File: src/rtl/demux1_2_stream_pkg.sv
// Shared constants and types for the 1:2 stream demux.
// Default widths, port-select encoding, buffer slot state.
package demux1_2_stream_pkg;

  localparam int WIDTH_DEF = 32;
  localparam int CNT_W_DEF = 8;

  localparam logic PORT0 = 1'b0;
  localparam logic PORT1 = 1'b1;

  typedef enum logic {
    EMPTY = 1'b0,
    FULL  = 1'b1
  } slot_state_e;

endpackage

File: src/rtl/demux1_2_stream_if.sv
// Handshake bundle for the 1:2 stream demux.
// master = upstream/downstream environment, slave = demux.
interface demux1_2_stream_if #(
  parameter int WIDTH = demux1_2_stream_pkg::WIDTH_DEF,
  parameter int CNT_W = demux1_2_stream_pkg::CNT_W_DEF
);

  logic             in_valid;
  logic [WIDTH-1:0] in_data;
  logic             in_sel;
  logic             in_ready;

  logic             out_valid0;
  logic [WIDTH-1:0] out_data0;
  logic             out_ready0;

  logic             out_valid1;
  logic [WIDTH-1:0] out_data1;
  logic             out_ready1;

  logic [CNT_W-1:0] cnt0;
  logic [CNT_W-1:0] cnt1;

  modport master (
    output in_valid,
    output in_data,
    output in_sel,
    input  in_ready,
    input  out_valid0,
    input  out_data0,
    output out_ready0,
    input  out_valid1,
    input  out_data1,
    output out_ready1,
    input  cnt0,
    input  cnt1
  );

  modport slave (
    input  in_valid,
    input  in_data,
    input  in_sel,
    output in_ready,
    output out_valid0,
    output out_data0,
    input  out_ready0,
    output out_valid1,
    output out_data1,
    input  out_ready1,
    output cnt0,
    output cnt1
  );

endinterface

File: src/rtl/stream_slot.sv
// One-entry valid/ready buffer: data register plus full flag.
// Accepts while empty or while the held word drains this cycle.
module stream_slot
  import demux1_2_stream_pkg::*;
#(
  parameter int WIDTH = WIDTH_DEF
) (
  input  logic             clk,
  input  logic             rst,
  input  logic             in_valid,
  input  logic [WIDTH-1:0] in_data,
  output logic             in_ready,
  output logic             out_valid,
  output logic [WIDTH-1:0] out_data,
  input  logic             out_ready
);

  slot_state_e      state;
  slot_state_e      state_nx;
  logic [WIDTH-1:0] data_q;
  logic [WIDTH-1:0] data_nx;

  always_ff @(posedge clk or posedge rst) begin
    if (rst) begin
      state  <= EMPTY;
      data_q <= '0;
    end else begin
      state  <= state_nx;
      data_q <= data_nx;
    end
  end

  always_comb begin
    state_nx = state;
    data_nx  = data_q;
    in_ready = 1'b0;
    unique case (state)
      EMPTY: begin
        in_ready = 1'b1;
        if (in_valid) begin
          state_nx = FULL;
          data_nx  = in_data;
        end
      end
      FULL: begin
        in_ready = out_ready;
        if (out_ready) begin
          if (in_valid) begin
            data_nx = in_data;
          end else begin
            state_nx = EMPTY;
          end
        end
      end
    endcase
  end

  assign out_valid = (state == FULL);
  assign out_data  = data_q;

endmodule

File: src/rtl/demux1_2_stream.sv
// 1:2 stream demux: in_sel steers each word into one of two
// independent one-entry slots; per-port transfer counters.
module demux1_2_stream
  import demux1_2_stream_pkg::*;
#(
  parameter int WIDTH = WIDTH_DEF,
  parameter int CNT_W = CNT_W_DEF
) (
  input logic               clk,
  input logic               rst,
  demux1_2_stream_if.slave  bus
);

  logic             sel1;
  logic             v0;
  logic             v1;
  logic             r0;
  logic             r1;
  logic [CNT_W-1:0] cnt0_q;
  logic [CNT_W-1:0] cnt1_q;

  assign sel1 = (bus.in_sel == PORT1);
  assign v0   = bus.in_valid & ~sel1;
  assign v1   = bus.in_valid & sel1;

  // Only the selected slot gates acceptance; the other may stall freely.
  assign bus.in_ready = ~rst & (sel1 ? r1 : r0);

  stream_slot #(
    .WIDTH(WIDTH)
  ) u_slot0 (
    .clk      (clk),
    .rst      (rst),
    .in_valid (v0),
    .in_data  (bus.in_data),
    .in_ready (r0),
    .out_valid(bus.out_valid0),
    .out_data (bus.out_data0),
    .out_ready(bus.out_ready0)
  );

  stream_slot #(
    .WIDTH(WIDTH)
  ) u_slot1 (
    .clk      (clk),
    .rst      (rst),
    .in_valid (v1),
    .in_data  (bus.in_data),
    .in_ready (r1),
    .out_valid(bus.out_valid1),
    .out_data (bus.out_data1),
    .out_ready(bus.out_ready1)
  );

  always_ff @(posedge clk or posedge rst) begin
    if (rst) begin
      cnt0_q <= '0;
      cnt1_q <= '0;
    end else begin
      if (bus.out_valid0 && bus.out_ready0) begin
        cnt0_q <= cnt0_q + CNT_W'(1);
      end
      if (bus.out_valid1 && bus.out_ready1) begin
        cnt1_q <= cnt1_q + CNT_W'(1);
      end
    end
  end

  assign bus.cnt0 = cnt0_q;
  assign bus.cnt1 = cnt1_q;

endmodule

File: src/flat_wrapper.sv
// flat-port wrapper written by rule: the top's interface ports become plain ports
module demux1_2_stream_flat import demux1_2_stream_pkg::*;
#(
  parameter int WIDTH = WIDTH_DEF,
  parameter int CNT_W = CNT_W_DEF
)
  (clk, rst, bus_in_valid, bus_in_data, bus_in_sel, bus_in_ready, bus_out_valid0, bus_out_data0, bus_out_ready0, bus_out_valid1, bus_out_data1, bus_out_ready1, bus_cnt0, bus_cnt1);
  demux1_2_stream_if #(.WIDTH(WIDTH), .CNT_W(CNT_W)) bus_i ();
  input logic clk;
  input logic rst;
  input wire logic [$bits(bus_i.in_valid)-1:0] bus_in_valid;
  input wire logic [$bits(bus_i.in_data)-1:0] bus_in_data;
  input wire logic [$bits(bus_i.in_sel)-1:0] bus_in_sel;
  output wire logic [$bits(bus_i.in_ready)-1:0] bus_in_ready;
  output wire logic [$bits(bus_i.out_valid0)-1:0] bus_out_valid0;
  output wire logic [$bits(bus_i.out_data0)-1:0] bus_out_data0;
  input wire logic [$bits(bus_i.out_ready0)-1:0] bus_out_ready0;
  output wire logic [$bits(bus_i.out_valid1)-1:0] bus_out_valid1;
  output wire logic [$bits(bus_i.out_data1)-1:0] bus_out_data1;
  input wire logic [$bits(bus_i.out_ready1)-1:0] bus_out_ready1;
  output wire logic [$bits(bus_i.cnt0)-1:0] bus_cnt0;
  output wire logic [$bits(bus_i.cnt1)-1:0] bus_cnt1;
  assign bus_i.in_valid = bus_in_valid;
  assign bus_i.in_data = bus_in_data;
  assign bus_i.in_sel = bus_in_sel;
  assign bus_in_ready = bus_i.in_ready;
  assign bus_out_valid0 = bus_i.out_valid0;
  assign bus_out_data0 = bus_i.out_data0;
  assign bus_i.out_ready0 = bus_out_ready0;
  assign bus_out_valid1 = bus_i.out_valid1;
  assign bus_out_data1 = bus_i.out_data1;
  assign bus_i.out_ready1 = bus_out_ready1;
  assign bus_cnt0 = bus_i.cnt0;
  assign bus_cnt1 = bus_i.cnt1;
  demux1_2_stream #(.WIDTH(WIDTH), .CNT_W(CNT_W)) u_core (.clk(clk), .rst(rst), .bus(bus_i));
endmodule
File: config.mk
export PLATFORM = sky130hd
export DESIGN_NAME = demux1_2_stream_flat
export DESIGN_NICKNAME = d
export VERILOG_FILES = /design/src/rtl/demux1_2_stream_pkg.sv /design/src/rtl/demux1_2_stream_if.sv /design/src/rtl/stream_slot.sv /design/src/rtl/demux1_2_stream.sv /design/src/flat_wrapper.sv
export SDC_FILE = /design/constraint.sdc
export NUM_CORES = 1
export LEC_CHECK = 0
export ABC_AREA = 1
export CAP_MARGIN = 10
export CORE_MARGIN = 10
export CORE_UTILIZATION = 33
export CTS_CLUSTER_DIAMETER = 100
export CTS_CLUSTER_SIZE = 30
export DETAILED_ROUTE_END_ITERATION = 10
export DONT_BUFFER_PORTS = 1
export PLACE_DENSITY = 0.57
export SLEW_MARGIN = 20
export SYNTH_ARGS = -nofsm -noshare
export SYNTH_HDL_FRONTEND = slang
export SYNTH_SLANG_ARGS = --single-unit
File: constraint.sdc
create_clock -name clk -period 10.2 [get_ports clk]
set_input_delay 2.04 -clock clk [delete_from_list [all_inputs] [get_ports clk]]
set_output_delay 2.04 -clock clk [all_outputs]
set_load 0.005 [all_outputs]
==> flow_summary.html, run 1 <==
<table>
<tr><th>Metric</th><th>Value</th></tr>
<tr><th colspan="2">Synth</th></tr>
<tr><td>Post-synthesis instance total</td><td>341</td></tr>
<tr><td>Post-synth top area share</td><td>0.577</td></tr>
<tr><td>Area leader, netlist</td><td>sky130_fd_sc_hd__dfrtp_1</td></tr>
<tr><td>Sequential share of the synthesized area</td><td>0.577</td></tr>
<tr><td>Yosys warning total</td><td>0</td></tr>
<tr><td>Post-synth cell types</td><td>21</td></tr>
<tr><td>Largest cells by area after synthesis</td><td>sky130_fd_sc_hd__dfrtp_1, sky130_fd_sc_hd__o21ai_2, sky130_fd_sc_hd__nand2_1</td></tr>
<tr><td>Number of nets in the synthesized netlist</td><td>approximately 380</td></tr>
<tr><td>Count leader, synth</td><td>sky130_fd_sc_hd__nand2_1</td></tr>
<tr><td>Register bit total from synthesis</td><td>~80</td></tr>
<tr><td>Async set or reset register ratio after synthesis</td><td>1.00</td></tr>
<tr><td>Syn Area/Cell</td><td>about 10 sq um</td></tr>
<tr><td>Number of synthesized flops with an enable pin</td><td>0</td></tr>
<tr><td>Post-synthesis instance area</td><td>0.00355 sq mm</td></tr>
<tr><td>Post-synth top flop</td><td>sky130_fd_sc_hd__dfrtp_1</td></tr>
<tr><td>Top cells by count, synth</td><td>sky130_fd_sc_hd__nand2_1, sky130_fd_sc_hd__dfrtp_1, sky130_fd_sc_hd__o21ai_2, sky130_fd_sc_hd__inv_1, sky130_fd_sc_hd__buf_6</td></tr>
<tr><th colspan="2">Floorplan</th></tr>
<tr><td>Starting utilization of the core area</td><td>0.341</td></tr>
<tr><td>Cell row count</td><td>37</td></tr>
<tr><td>Die span in x</td><td>roughly 120 um</td></tr>
<tr><td>IO Pins</td><td>roughly 120</td></tr>
<tr><td>Placeable core area</td><td>0.0104 sq mm</td></tr>
<tr><td>Area of the die</td><td>0.0153 sq mm</td></tr>
<tr><td>Die height</td><td>124 um</td></tr>
<tr><th colspan="2">Clocking</th></tr>
<tr><td>Total setup buffers inserted after CTS</td><td>0</td></tr>
<tr><td>Maximum buffer depth of the clock tree</td><td>2</td></tr>
<tr><td>Clk sink count</td><td>82</td></tr>
<tr><td>Clk slew on worst S/H paths</td><td>80 ps</td></tr>
<tr><td>TritonCTS clock tree</td><td>built</td></tr>
<tr><td>CTS resizes</td><td>0</td></tr>
<tr><td>Hold buffer count at cts</td><td>0</td></tr>
<tr><td>Cts bufs inserted</td><td>9</td></tr>
<tr><td>Skew-Pair Late Insertion Delay</td><td>340 ps</td></tr>
<tr><td>Maximum level of the CTS H-tree</td><td>3</td></tr>
<tr><td>Clock tree root driver cell</td><td>sky130_fd_sc_hd__clkbuf_8</td></tr>
<tr><th colspan="2">Routing</th></tr>
<tr><td>WL/cell</td><td>16.5 um</td></tr>
<tr><td>Final ANT Viol Nets</td><td>0</td></tr>
<tr><td>Total wire length</td><td>7900 um</td></tr>
<tr><td>Drt initial violations</td><td>a little under 90</td></tr>
<tr><td>Detailed-routing iteration count for the pre-antenna-repair pass</td><td>4</td></tr>
<tr><td>Drc violations</td><td>0</td></tr>
<tr><td>Total via count after detailed routing</td><td>2173</td></tr>
<tr><td>Vias per std cell</td><td>4.53</td></tr>
<tr><th colspan="2">Placement</th></tr>
<tr><td>Total instance count after detailed placement</td><td>466</td></tr>
<tr><td>Gpl congestion</td><td>0.777</td></tr>
<tr><td>Port Buffer Count</td><td>0</td></tr>
<tr><td>Sum of net half-perimeters after detailed placement</td><td>around 5700 um</td></tr>
<tr><th colspan="2">Global route</th></tr>
<tr><td>Wire length of the first global-routing pass</td><td>12600 um</td></tr>
<tr><td>Number of global-route vias before repair</td><td>about 2300</td></tr>
<tr><td>Remaining global-route overflow</td><td>0</td></tr>
<tr><td>Antenna violations before repair</td><td>0</td></tr>
<tr><td>Maximum number of pins on one net before global-route repair</td><td>83</td></tr>
<tr><td>Global-route total usage across every layer</td><td>0.106</td></tr>
<tr><th colspan="2">Power</th></tr>
<tr><td>Power after layout</td><td>772 uW</td></tr>
<tr><td>P per Cell Area</td><td>205 mW/mm^2</td></tr>
<tr><td>Leakage power summed over all cells</td><td>around 0.0019 uW</td></tr>
<tr><td>VDD IR-drop max</td><td>68.6 uV</td></tr>
<tr><th colspan="2">Timing</th></tr>
<tr><td>Final Max Tran Viols</td><td>0</td></tr>
<tr><td>Period minus WS final</td><td>4430 ps</td></tr>
<tr><td>Clock skew</td><td>roughly 5.0 ps</td></tr>
<tr><td>Worst slack on hold paths</td><td>523 ps</td></tr>
<tr><td>Final Cycle Share</td><td>0.434</td></tr>
<tr><td>Unrepaired setup endpoints after global routing</td><td>false</td></tr>
<tr><td>Transition time of the tightest slew-check pin</td><td>between 900 and 1000 ps</td></tr>
<tr><td>Final hold vios</td><td>0</td></tr>
<tr><td>Highest attainable clock frequency</td><td>between 200 and 250 MHz</td></tr>
<tr><td>Slew margin rel.</td><td>0.390</td></tr>
<tr><td>Final setup violating endpoints</td><td>0</td></tr>
<tr><td>Total Negative Setup Slacks</td><td>0 ps</td></tr>
<tr><th colspan="2">Worst hold path</th></tr>
<tr><td>Startpoint of the most critical hold path</td><td>u_core.u_slot1.out_data[21]$_DFFE_PP0P_</td></tr>
<tr><td>Type of the tightest min-delay check</td><td>reg2reg</td></tr>
<tr><td>Hold Path Stages</td><td>2</td></tr>
<tr><td>Terminating pin of the worst hold path</td><td>u_core.u_slot1.out_data[21]$_DFFE_PP0P_</td></tr>
<tr><th colspan="2">Setup path</th></tr>
<tr><td>Reg-to-Reg End</td><td>u_core.u_slot0.out_data[24]$_DFFE_PP0P_</td></tr>
<tr><td>FF-to-FF setup slack</td><td>8430 ps</td></tr>
<tr><td>Number of cells traversed by the worst register-to-register path</td><td>4</td></tr>
<tr><td>Crit path kind</td><td>in2out</td></tr>
<tr><td>CP delay by family, top</td><td>simple AND/OR/NAND/NOR gates</td></tr>
<tr><td>Slowest stage delay, CP</td><td>150 ps</td></tr>
<tr><td>Category of the worst setup path capture point</td><td>primary output</td></tr>
<tr><td>WP data arrival</td><td>2390 ps</td></tr>
<tr><td>Kind of launch point of the worst setup path</td><td>primary input</td></tr>
<tr><td>Worst reg2reg startpoint</td><td>u_core.u_slot0.out_valid$_DFF_PP0_</td></tr>
<tr><td>WP buf/inv</td><td>1</td></tr>
<tr><td>Worst EP required</td><td>8160 ps</td></tr>
<tr><td>Cell breakdown of the critical path</td><td>inv_1 -&gt; nand2_2 -&gt; o21ai_0 -&gt; nor2_1</td></tr>
<tr><td>Highest net fanout along the worst path</td><td>3</td></tr>
<tr><td>Cell with the largest stage delay on the worst path</td><td>sky130_fd_sc_hd__o21ai_0</td></tr>
<tr><th colspan="2">Outcome</th></tr>
<tr><td>Result of the run</td><td>completed</td></tr>
<tr><th colspan="2">Finish</th></tr>
<tr><td>Non-filler cells in the finished layout</td><td>480</td></tr>
<tr><td>Share of cells above drive strength 1</td><td>0.241</td></tr>
<tr><td>Count of nets after finishing</td><td>381</td></tr>
<tr><td>Diodes inserted</td><td>0</td></tr>
<tr><td>Area Overhead vs Synth</td><td>5.74%</td></tr>
<tr><th colspan="2">Run</th></tr>
<tr><td>Number of violations of the max-capacitance limit</td><td>0</td></tr>
</table>
-- area by class of cell --
type | count | area (sq um)
fill | 1057 | 6660
sequential | 82 | 2050
multi-input combinational | 196 | 1180
inverter | 51 | 193
tap | 136 | 170
clock buffer | 14 | 153
timing repair buffer | 1 | 11.3
-- worst min-delay path, stage by stage (launching register included) --
cell                      delay (ps)
sky130_fd_sc_hd__dfrtp_1         370
sky130_fd_sc_hd__nand2_1          70
sky130_fd_sc_hd__o21ai_2          50
-- state kept, by name, indices dropped and copies added, names as in the netlist --
signal / flops
u_core.u_slot0.out_data: 32
u_core.bus.cnt0: 8
u_core.u_slot0.out_valid: 1
u_core.bus.cnt1: 8
u_core.u_slot1.out_data: 32
u_core.u_slot1.out_valid: 1
-- stage by stage --
step	cell area (sq um)	util	worst slack (ps)
floorplan	3550	-	3950
detailed placement	3600	0.346	5770
CTS	3750	0.360	5770
global route	3760	0.361	5730
global placement	3600	0.346	5770
finish	3760	0.361	5770
-- cell families (layout without fill, tap and decap cells) --
kind of cell / after synthesis / count (layout) / share of synthesized area
AND/OR/NAND/NOR: 117 / 117 / 0.143
flip-flops: 82 / 82 / 0.577
AO/OA/AOI/OAI: 67 / 67 / 0.156
buffers and inverters: 63 / 66 / 0.0908
XOR/XNOR: 8 / 8 / 0.0197
adder cells (fa/ha/maj): 2 / 2 / 0.00704
multiplexers: 2 / 2 / 0.00634
-- how the worst max path moves through the flow --
stage                   startpoint            to  slack (ps)  cells after the start
finish              bus_out_ready1  bus_in_ready        5770                      4
global route        bus_out_ready1  bus_in_ready        5730                      4
CTS                 bus_out_ready1  bus_in_ready        5770                      4
detailed placement  bus_out_ready1  bus_in_ready        5770                      4
global placement    bus_out_ready1  bus_in_ready        5770                      4
floorplan                      rst  bus_in_ready        3950                      3
-- report_power, final --
group	switching [uW]	internal [uW]	total, uW	leakage, uW
Combinational	65.2	49.4	115	0.000774
Sequential	71.0	386	457	0.00101
Clock	107	93.2	200	0.0000766
Total	243	529	772	0.00186
-- per-layer routing --
metal	routed length [um]	share of wire	global-route usage	vias up
li1	-	-	-	1059
met1	3160	0.40	0.126	1006
met2	3470	0.44	0.147	102
met3	1220	0.15	0.0706	6
met4	51	0.0065	0.0437	0
met5	0	0	0	-
-- layout by cell type, fill, tap and decap left out, drive strengths merged --
cell type,instances
clkbuf,14
inv,50
nor2,9
clkinv,1
nand2,97
nand4,1
o21ai,67
dfrtp,82
nand3,7
buf,1
xor2,4
ha,2
xnor2,4
mux2,2
nand3b,3
No activity file was read; power rests on OpenSTA's default activity.
==> inputs of run 2 (changes only) <==
PLACE_DENSITY = 0.58   (was 0.57)
clock period = 4 ns   (was 10.2 ns; I/O delays follow)
==> flow_summary.html, run 2 (synthesis gave the netlist of run 1 again) <==
<table>
<tr><th>Metric</th><th>Value</th></tr>
<tr><th colspan="2">Placement</th></tr>
<tr><td>Sum of net half-perimeters after detailed placement</td><td>around 5800 um</td></tr>
<tr><td>Port Buffer Count</td><td>0</td></tr>
<tr><td>Total instance count after detailed placement</td><td>466</td></tr>
<tr><td>Placement Cell Area</td><td>0.00360 sq mm</td></tr>
<tr><td>Gpl congestion</td><td>0.794</td></tr>
<tr><th colspan="2">Routing</th></tr>
<tr><td>Total via count after detailed routing</td><td>roughly 2200</td></tr>
<tr><td>Detailed-routing iteration count for the pre-antenna-repair pass</td><td>4</td></tr>
<tr><td>Total wire length</td><td>slightly below 8000 um</td></tr>
<tr><td>Drc violations</td><td>0</td></tr>
<tr><td>Drt initial violations</td><td>106</td></tr>
<tr><td>WL/cell</td><td>16.4 um</td></tr>
<tr><td>Final ANT Viol Nets</td><td>0</td></tr>
<tr><td>Vias per std cell</td><td>4.56</td></tr>
<tr><th colspan="2">Timing</th></tr>
<tr><td>Period minus WS final</td><td>2480 ps</td></tr>
<tr><td>Final hold vios</td><td>0</td></tr>
<tr><td>Final setup violating endpoints</td><td>0</td></tr>
<tr><td>Final Max Tran Viols</td><td>0</td></tr>
<tr><td>Unrepaired setup endpoints after global routing</td><td>false</td></tr>
<tr><td>Highest attainable clock frequency</td><td>404 MHz</td></tr>
<tr><td>Transition time of the tightest slew-check pin</td><td>around 900 ps</td></tr>
<tr><td>Total Negative Setup Slacks</td><td>0 ps</td></tr>
<tr><td>Clock skew</td><td>5.55 ps</td></tr>
<tr><td>Final Cycle Share</td><td>0.619</td></tr>
<tr><td>Slew margin rel.</td><td>0.400</td></tr>
<tr><th colspan="2">Clocking</th></tr>
<tr><td>Clk sink count</td><td>82</td></tr>
<tr><td>Total setup buffers inserted after CTS</td><td>0</td></tr>
<tr><td>Cts bufs inserted</td><td>9</td></tr>
<tr><td>Clock tree root driver cell</td><td>sky130_fd_sc_hd__clkbuf_8</td></tr>
<tr><td>TritonCTS clock tree</td><td>built</td></tr>
<tr><td>Clk slew on worst S/H paths</td><td>roughly 80 ps</td></tr>
<tr><td>Maximum level of the CTS H-tree</td><td>3</td></tr>
<tr><td>CTS resizes</td><td>0</td></tr>
<tr><td>Maximum buffer depth of the clock tree</td><td>2</td></tr>
<tr><td>Hold buffer count at cts</td><td>0</td></tr>
<tr><td>Skew-Pair Late Insertion Delay</td><td>340 ps</td></tr>
<tr><th colspan="2">Power</th></tr>
<tr><td>Combinational share of power</td><td>0.132</td></tr>
<tr><td>Proportion of power drawn by the clock network</td><td>0.338</td></tr>
<tr><td>Internal cell power</td><td>1560 uW</td></tr>
<tr><td>Seq pwr share</td><td>0.530</td></tr>
<tr><td>P per Cell Area</td><td>570 mW/mm^2</td></tr>
<tr><td>Net Sw Power</td><td>639 uW</td></tr>
<tr><td>VDD IR-drop max</td><td>191 uV</td></tr>
<tr><td>Share of total power consumed by net switching</td><td>0.291</td></tr>
<tr><td>Leakage power summed over all cells</td><td>approximately 0.0019 uW</td></tr>
<tr><th colspan="2">Floorplan</th></tr>
<tr><td>Die span in x</td><td>124 um</td></tr>
<tr><td>Die height</td><td>124 um</td></tr>
<tr><td>IO Pins</td><td>between 100 and 150</td></tr>
<tr><td>Starting utilization of the core area</td><td>0.341</td></tr>
<tr><td>Area of the die</td><td>roughly 0.015 sq mm</td></tr>
<tr><td>Cell row count</td><td>37</td></tr>
<tr><td>Placeable core area</td><td>roughly 0.010 sq mm</td></tr>
<tr><th colspan="2">Setup path</th></tr>
<tr><td>FF-to-FF setup slack</td><td>~2200 ps</td></tr>
<tr><td>Highest net fanout along the worst path</td><td>42</td></tr>
<tr><td>Reg-to-Reg End</td><td>u_core.u_slot0.out_data[4]$_DFFE_PP0P_</td></tr>
<tr><td>Kind of launch point of the worst setup path</td><td>primary input</td></tr>
<tr><td>Worst EP required</td><td>3200 ps</td></tr>
<tr><td>Cell breakdown of the critical path</td><td>clkinv_2 -&gt; o21ai_0 -&gt; nor2_1</td></tr>
<tr><td>Category of the worst setup path capture point</td><td>primary output</td></tr>
<tr><td>Slowest stage delay, CP</td><td>520 ps</td></tr>
<tr><td>Number of cells traversed by the worst register-to-register path</td><td>4</td></tr>
<tr><td>Worst reg2reg startpoint</td><td>u_core.u_slot0.out_valid$_DFF_PP0_</td></tr>
<tr><td>WP data arrival</td><td>1680 ps</td></tr>
<tr><td>Crit path kind</td><td>in2out</td></tr>
<tr><td>Critical path startpoint</td><td>rst</td></tr>
<tr><td>Cell with the largest stage delay on the worst path</td><td>sky130_fd_sc_hd__clkinv_2</td></tr>
<tr><th colspan="2">Worst hold path</th></tr>
<tr><td>Type of the tightest min-delay check</td><td>in2async</td></tr>
<tr><th colspan="2">Global route</th></tr>
<tr><td>Remaining global-route overflow</td><td>0</td></tr>
<tr><td>Global routing's busiest layer</td><td>met2</td></tr>
<tr><td>Maximum number of pins on one net before global-route repair</td><td>65</td></tr>
<tr><td>Wire length of the first global-routing pass</td><td>approximately 12000 um</td></tr>
<tr><td>Met3 Use GR</td><td>0.0733</td></tr>
<tr><td>Antenna violations before repair</td><td>0</td></tr>
<tr><td>Met2 global-route usage</td><td>0.154</td></tr>
<tr><td>Global-route total usage across every layer</td><td>0.104</td></tr>
<tr><td>Number of global-route vias before repair</td><td>2229</td></tr>
<tr><td>GR Layer Usage met1</td><td>0.114</td></tr>
<tr><th colspan="2">Finish</th></tr>
<tr><td>Count of nets after finishing</td><td>381</td></tr>
<tr><td>Diodes inserted</td><td>0</td></tr>
<tr><td>Non-filler cells in the finished layout</td><td>482</td></tr>
<tr><td>Share of cells above drive strength 1</td><td>0.254</td></tr>
<tr><td>Commonest cells after routing, fill and taps aside</td><td>sky130_fd_sc_hd__nand2_1, sky130_fd_sc_hd__dfrtp_1, sky130_fd_sc_hd__o21ai_2, sky130_fd_sc_hd__inv_1, sky130_fd_sc_hd__clkbuf_8</td></tr>
<tr><td>Most common cell after layout, fill and taps aside</td><td>sky130_fd_sc_hd__nand2_1</td></tr>
<tr><td>Area Overhead vs Synth</td><td>8.45%</td></tr>
<tr><td>Area of all placed cells without fillers</td><td>0.00385 sq mm</td></tr>
<tr><th colspan="2">Run</th></tr>
<tr><td>Number of violations of the max-capacitance limit</td><td>0</td></tr>
<tr><th colspan="2">Outcome</th></tr>
<tr><td>Result of the run</td><td>completed</td></tr>
</table>
## run 2: cell types whose count changed in the layout (fill, tap and decap cells not counted)
cell,before,now
sky130_fd_sc_hd__bufinv_16,0,3
sky130_fd_sc_hd__clkbuf_1,4,1
sky130_fd_sc_hd__buf_4,0,1
sky130_fd_sc_hd__buf_6,1,0
sky130_fd_sc_hd__clkbuf_8,10,11
sky130_fd_sc_hd__clkinvlp_4,0,1
## run 2: worst max path at each step
stage / end / slack (ps) / cells past startpoint
5_1_grt: bus_in_ready / 1360 / 3
4_1_cts: bus_in_ready / 1430 / 3
2_1_floorplan: bus_in_ready / 230 / 3
3_5_place_dp: bus_in_ready / 1440 / 3
6_report: bus_in_ready / 1520 / 3
3_3_place_gp: bus_in_ready / 1440 / 3
## run 2: area by class of cell
| class | count | area [sq um] |
|---|---|---|
| fillers | 1057 | 6560 |
| flip-flops and latches | 82 | 2050 |
| multi-input cells | 196 | 1180 |
| inverters | 51 | 193 |
| well taps | 136 | 170 |
| clock buffers | 12 | 155 |
| clock inverters | 4 | 97.6 |
| repair buffers | 1 | 7.51 |
## run 2: power groups by stage
stage	combinational [uW]	sequential [uW]	clock, uW
after global routing	343	1200	814
after global placement	287	1190	0
after detailed placement	298	1190	0
after floorplan	271	1120	0
after CTS	299	1180	768
final	290	1170	744
## run 2: per-stage QoR
stage          setup slack [ps]  power, uW  hold WS, ps  utilization
2_1_floorplan               228       1390          478            -
3_3_place_gp               1440       1470          514        0.346
3_5_place_dp               1440       1490          512        0.346
4_1_cts                    1430       2240          432        0.370
5_1_grt                    1360       2360          444        0.370
6_report                   1520       2200          419        0.370
## run 2: per-layer routing
layer	part of all wire	routed length, um
met2	0.44	3510
met4	0.012	91
met3	0.16	1270
met1	0.38	3020
met5	0	0
## run 2: worst max-delay path: cells and delay by family
kind / cells / cell delay, ps
buffers and inverters: 1 / 520
AOI/OAI and AO/OA: 1 / 260
and+or+nand+nor: 1 / 90
==> inputs of run 3 (changes only) <==
PLACE_DENSITY = 0.57   (was 0.58)
clock period = 2.55 ns   (was 4 ns; I/O delays follow)
==> flow_summary.html, run 3 (synthesis gave the netlist of run 1 again) <==
<table>
<tr><th>Metric</th><th>Value</th></tr>
<tr><th colspan="2">Floorplan</th></tr>
<tr><td>Cell row count</td><td>37</td></tr>
<tr><td>Area of the die</td><td>0.0153 sq mm</td></tr>
<tr><td>Starting utilization of the core area</td><td>0.341</td></tr>
<tr><td>IO Pins</td><td>roughly 120</td></tr>
<tr><td>Die span in x</td><td>around 120 um</td></tr>
<tr><td>Placeable core area</td><td>0.0104 sq mm</td></tr>
<tr><td>Die height</td><td>~120 um</td></tr>
<tr><th colspan="2">Setup path</th></tr>
<tr><td>Slowest stage delay, CP</td><td>600 ps</td></tr>
<tr><td>Kind of launch point of the worst setup path</td><td>flip-flop</td></tr>
<tr><td>Crit path kind</td><td>reg2reg</td></tr>
<tr><td>Cell with the largest stage delay on the worst path</td><td>sky130_fd_sc_hd__nand3_4</td></tr>
<tr><td>Worst reg2reg startpoint</td><td>u_core.u_slot0.out_valid$_DFF_PP0_</td></tr>
<tr><td>WP buf/inv</td><td>0</td></tr>
<tr><td>Termination of the worst setup path</td><td>u_core.u_slot0.out_data[13]$_DFFE_PP0P_</td></tr>
<tr><td>Worst EP required</td><td>2760 ps</td></tr>
<tr><td>Number of cells traversed by the worst register-to-register path</td><td>4</td></tr>
<tr><td>Reg-to-Reg End</td><td>u_core.u_slot0.out_data[13]$_DFFE_PP0P_</td></tr>
<tr><td>Cell breakdown of the critical path</td><td>nand2_4 -&gt; nand3_4 -&gt; nand2_1 -&gt; o21ai_2</td></tr>
<tr><td>CP delay by family, top</td><td>simple AND/OR/NAND/NOR gates</td></tr>
<tr><td>Category of the worst setup path capture point</td><td>flip-flop</td></tr>
<tr><td>Highest net fanout along the worst path</td><td>64</td></tr>
<tr><td>Critical path startpoint</td><td>u_core.u_slot0.out_valid$_DFF_PP0_</td></tr>
<tr><td>WP depth</td><td>4</td></tr>
<tr><td>FF-to-FF setup slack</td><td>roughly 860 ps</td></tr>
<tr><td>WP data arrival</td><td>1900 ps</td></tr>
<tr><th colspan="2">Clocking</th></tr>
<tr><td>Hold buffer count at cts</td><td>0</td></tr>
<tr><td>Clock tree root driver cell</td><td>sky130_fd_sc_hd__clkbuf_8</td></tr>
<tr><td>Skew-Pair Late Insertion Delay</td><td>350 ps</td></tr>
<tr><td>Maximum buffer depth of the clock tree</td><td>2</td></tr>
<tr><td>Total setup buffers inserted after CTS</td><td>0</td></tr>
<tr><td>CTS resizes</td><td>0</td></tr>
<tr><td>Clk slew on worst S/H paths</td><td>~90 ps</td></tr>
<tr><td>Cts bufs inserted</td><td>9</td></tr>
<tr><td>Maximum level of the CTS H-tree</td><td>3</td></tr>
<tr><td>Clk sink count</td><td>82</td></tr>
<tr><td>TritonCTS clock tree</td><td>built</td></tr>
<tr><th colspan="2">Power</th></tr>
<tr><td>Leakage power summed over all cells</td><td>0.00188 uW</td></tr>
<tr><td>P per Cell Area</td><td>853 mW/mm^2</td></tr>
<tr><td>Power after layout</td><td>3250 uW</td></tr>
<tr><td>VDD IR-drop max</td><td>around 310 uV</td></tr>
<tr><th colspan="2">Global route</th></tr>
<tr><td>Remaining global-route overflow</td><td>0</td></tr>
<tr><td>Antenna violations before repair</td><td>0</td></tr>
<tr><td>Maximum number of pins on one net before global-route repair</td><td>83</td></tr>
<tr><td>Number of global-route vias before repair</td><td>about 2200</td></tr>
<tr><td>Global-route total usage across every layer</td><td>0.101</td></tr>
<tr><td>Wire length of the first global-routing pass</td><td>12100 um</td></tr>
<tr><th colspan="2">Routing</th></tr>
<tr><td>Drc violations</td><td>0</td></tr>
<tr><td>Detailed-routing iteration count for the pre-antenna-repair pass</td><td>4</td></tr>
<tr><td>Drt initial violations</td><td>123</td></tr>
<tr><td>Total wire length</td><td>7750 um</td></tr>
<tr><td>Final ANT Viol Nets</td><td>0</td></tr>
<tr><td>Total via count after detailed routing</td><td>~2200</td></tr>
<tr><td>WL/cell</td><td>between 15 and 20 um</td></tr>
<tr><td>Vias per std cell</td><td>4.48</td></tr>
<tr><th colspan="2">Finish</th></tr>
<tr><td>Count of nets after finishing</td><td>around 380</td></tr>
<tr><td>Diodes inserted</td><td>0</td></tr>
<tr><td>Commonest cells after routing, fill and taps aside</td><td>sky130_fd_sc_hd__nand2_1, sky130_fd_sc_hd__dfrtp_1, sky130_fd_sc_hd__o21ai_2, sky130_fd_sc_hd__inv_1, sky130_fd_sc_hd__clkbuf_8</td></tr>
<tr><td>Final-layout fill cell count</td><td>approximately 1000</td></tr>
<tr><td>Share of cells above drive strength 1</td><td>0.257</td></tr>
<tr><td>Most common cell after layout, fill and taps aside</td><td>sky130_fd_sc_hd__nand2_1</td></tr>
<tr><td>Area Overhead vs Synth</td><td>7.18%</td></tr>
<tr><td>Area of all placed cells without fillers</td><td>0.00381 sq mm</td></tr>
<tr><th colspan="2">Timing</th></tr>
<tr><td>Final worst setup slack</td><td>approximately 860 ps</td></tr>
<tr><td>Transition time of the tightest slew-check pin</td><td>about 870 ps</td></tr>
<tr><td>Total Negative Setup Slacks</td><td>0 ps</td></tr>
<tr><td>Final Cycle Share</td><td>0.664</td></tr>
<tr><td>Highest attainable clock frequency</td><td>590 MHz</td></tr>
<tr><td>Unrepaired setup endpoints after global routing</td><td>false</td></tr>
<tr><td>Clock skew</td><td>14.9 ps</td></tr>
<tr><td>Worst slack on hold paths</td><td>268 ps</td></tr>
<tr><td>Final hold vios</td><td>0</td></tr>
<tr><td>Slew margin rel.</td><td>0.422</td></tr>
<tr><td>Final setup violating endpoints</td><td>0</td></tr>
<tr><td>Final Max Tran Viols</td><td>0</td></tr>
<tr><td>Period minus WS final</td><td>between 1500 and 2000 ps</td></tr>
<tr><th colspan="2">Placement</th></tr>
<tr><td>Port Buffer Count</td><td>0</td></tr>
<tr><td>Placement Cell Area</td><td>0.00360 sq mm</td></tr>
<tr><td>Sum of net half-perimeters after detailed placement</td><td>approximately 5600 um</td></tr>
<tr><td>Post-Place Setup Slack</td><td>761 ps</td></tr>
<tr><td>Gpl congestion</td><td>between 0.7 and 0.8</td></tr>
<tr><th colspan="2">Run</th></tr>
<tr><td>Number of violations of the max-capacitance limit</td><td>0</td></tr>
<tr><th colspan="2">Outcome</th></tr>
<tr><td>Result of the run</td><td>completed</td></tr>
<tr><th colspan="2">Worst hold path</th></tr>
<tr><td>Type of the tightest min-delay check</td><td>in2async</td></tr>
</table>
run 3: cell types whose count changed in the layout (fill, tap and decap cells not counted), sizes merged:
cell / change
clkinv: +3
clkbuf: -3
inv: +1
clkinvlp: +1
bufinv: -2
run 3: layer usage:
metal	GRT usage	share of wire
met1	0.117	0.39
met4	0.0393	0.0099
met5	0	0
met3	0.0710	0.15
met2	0.141	0.44
run 3: worst min-delay path by stage:
stage                                       startpoint                                       to  slack, ps  cells after the start
2_1_floorplan  u_core.u_slot1.out_data[18]$_DFFE_PP0P_  u_core.u_slot1.out_data[18]$_DFFE_PP0P_        480                      2
3_3_place_gp   u_core.u_slot1.out_data[29]$_DFFE_PP0P_  u_core.u_slot1.out_data[29]$_DFFE_PP0P_        510                      2
3_5_place_dp    u_core.u_slot1.out_data[4]$_DFFE_PP0P_   u_core.u_slot1.out_data[4]$_DFFE_PP0P_        520                      2
4_1_cts                                     bus_in_sel       u_core.u_slot0.out_valid$_DFF_PP0_        260                      1
5_1_grt                                     bus_in_sel       u_core.u_slot0.out_valid$_DFF_PP0_        260                      1
6_report                                           rst           u_core.bus.cnt1[3]$_DFFE_PP0P_        270                      2
run 3: report_power, final:
| group | switching, uW | internal (uW) | total (uW) |
|---|---|---|---|
| combinational | 260 | 198 | 458 |
| clock | 503 | 460 | 963 |
| sequential | 283 | 1540 | 1830 |
run 3: layout make-up:
cell class | count | area [sq um] | share of cell area
inverters | 51 | 195 | 0.0512
repair buffers | 1 | 11.3 | 0.00296
well taps | 136 | 170 | 0.0447
multi-input cells | 196 | 1180 | 0.310
clock inverters | 7 | 77.6 | 0.0204
flip-flops and latches | 82 | 2050 | 0.539
clock buffers | 9 | 124 | 0.0325
run 3: stage by stage:
stage	instances	utilization
floorplan	341	-
global route	482	0.366
global placement	466	0.346
CTS	482	0.365
finish	482	0.366
detailed placement	466	0.346
run 3: worst reg2reg max path, delay by kind of cell (launching register included):
family	cells	cell delay, ps
DFF	1	460
and+or+nand+nor	3	1030
AOI/OAI and AO/OA	1	80
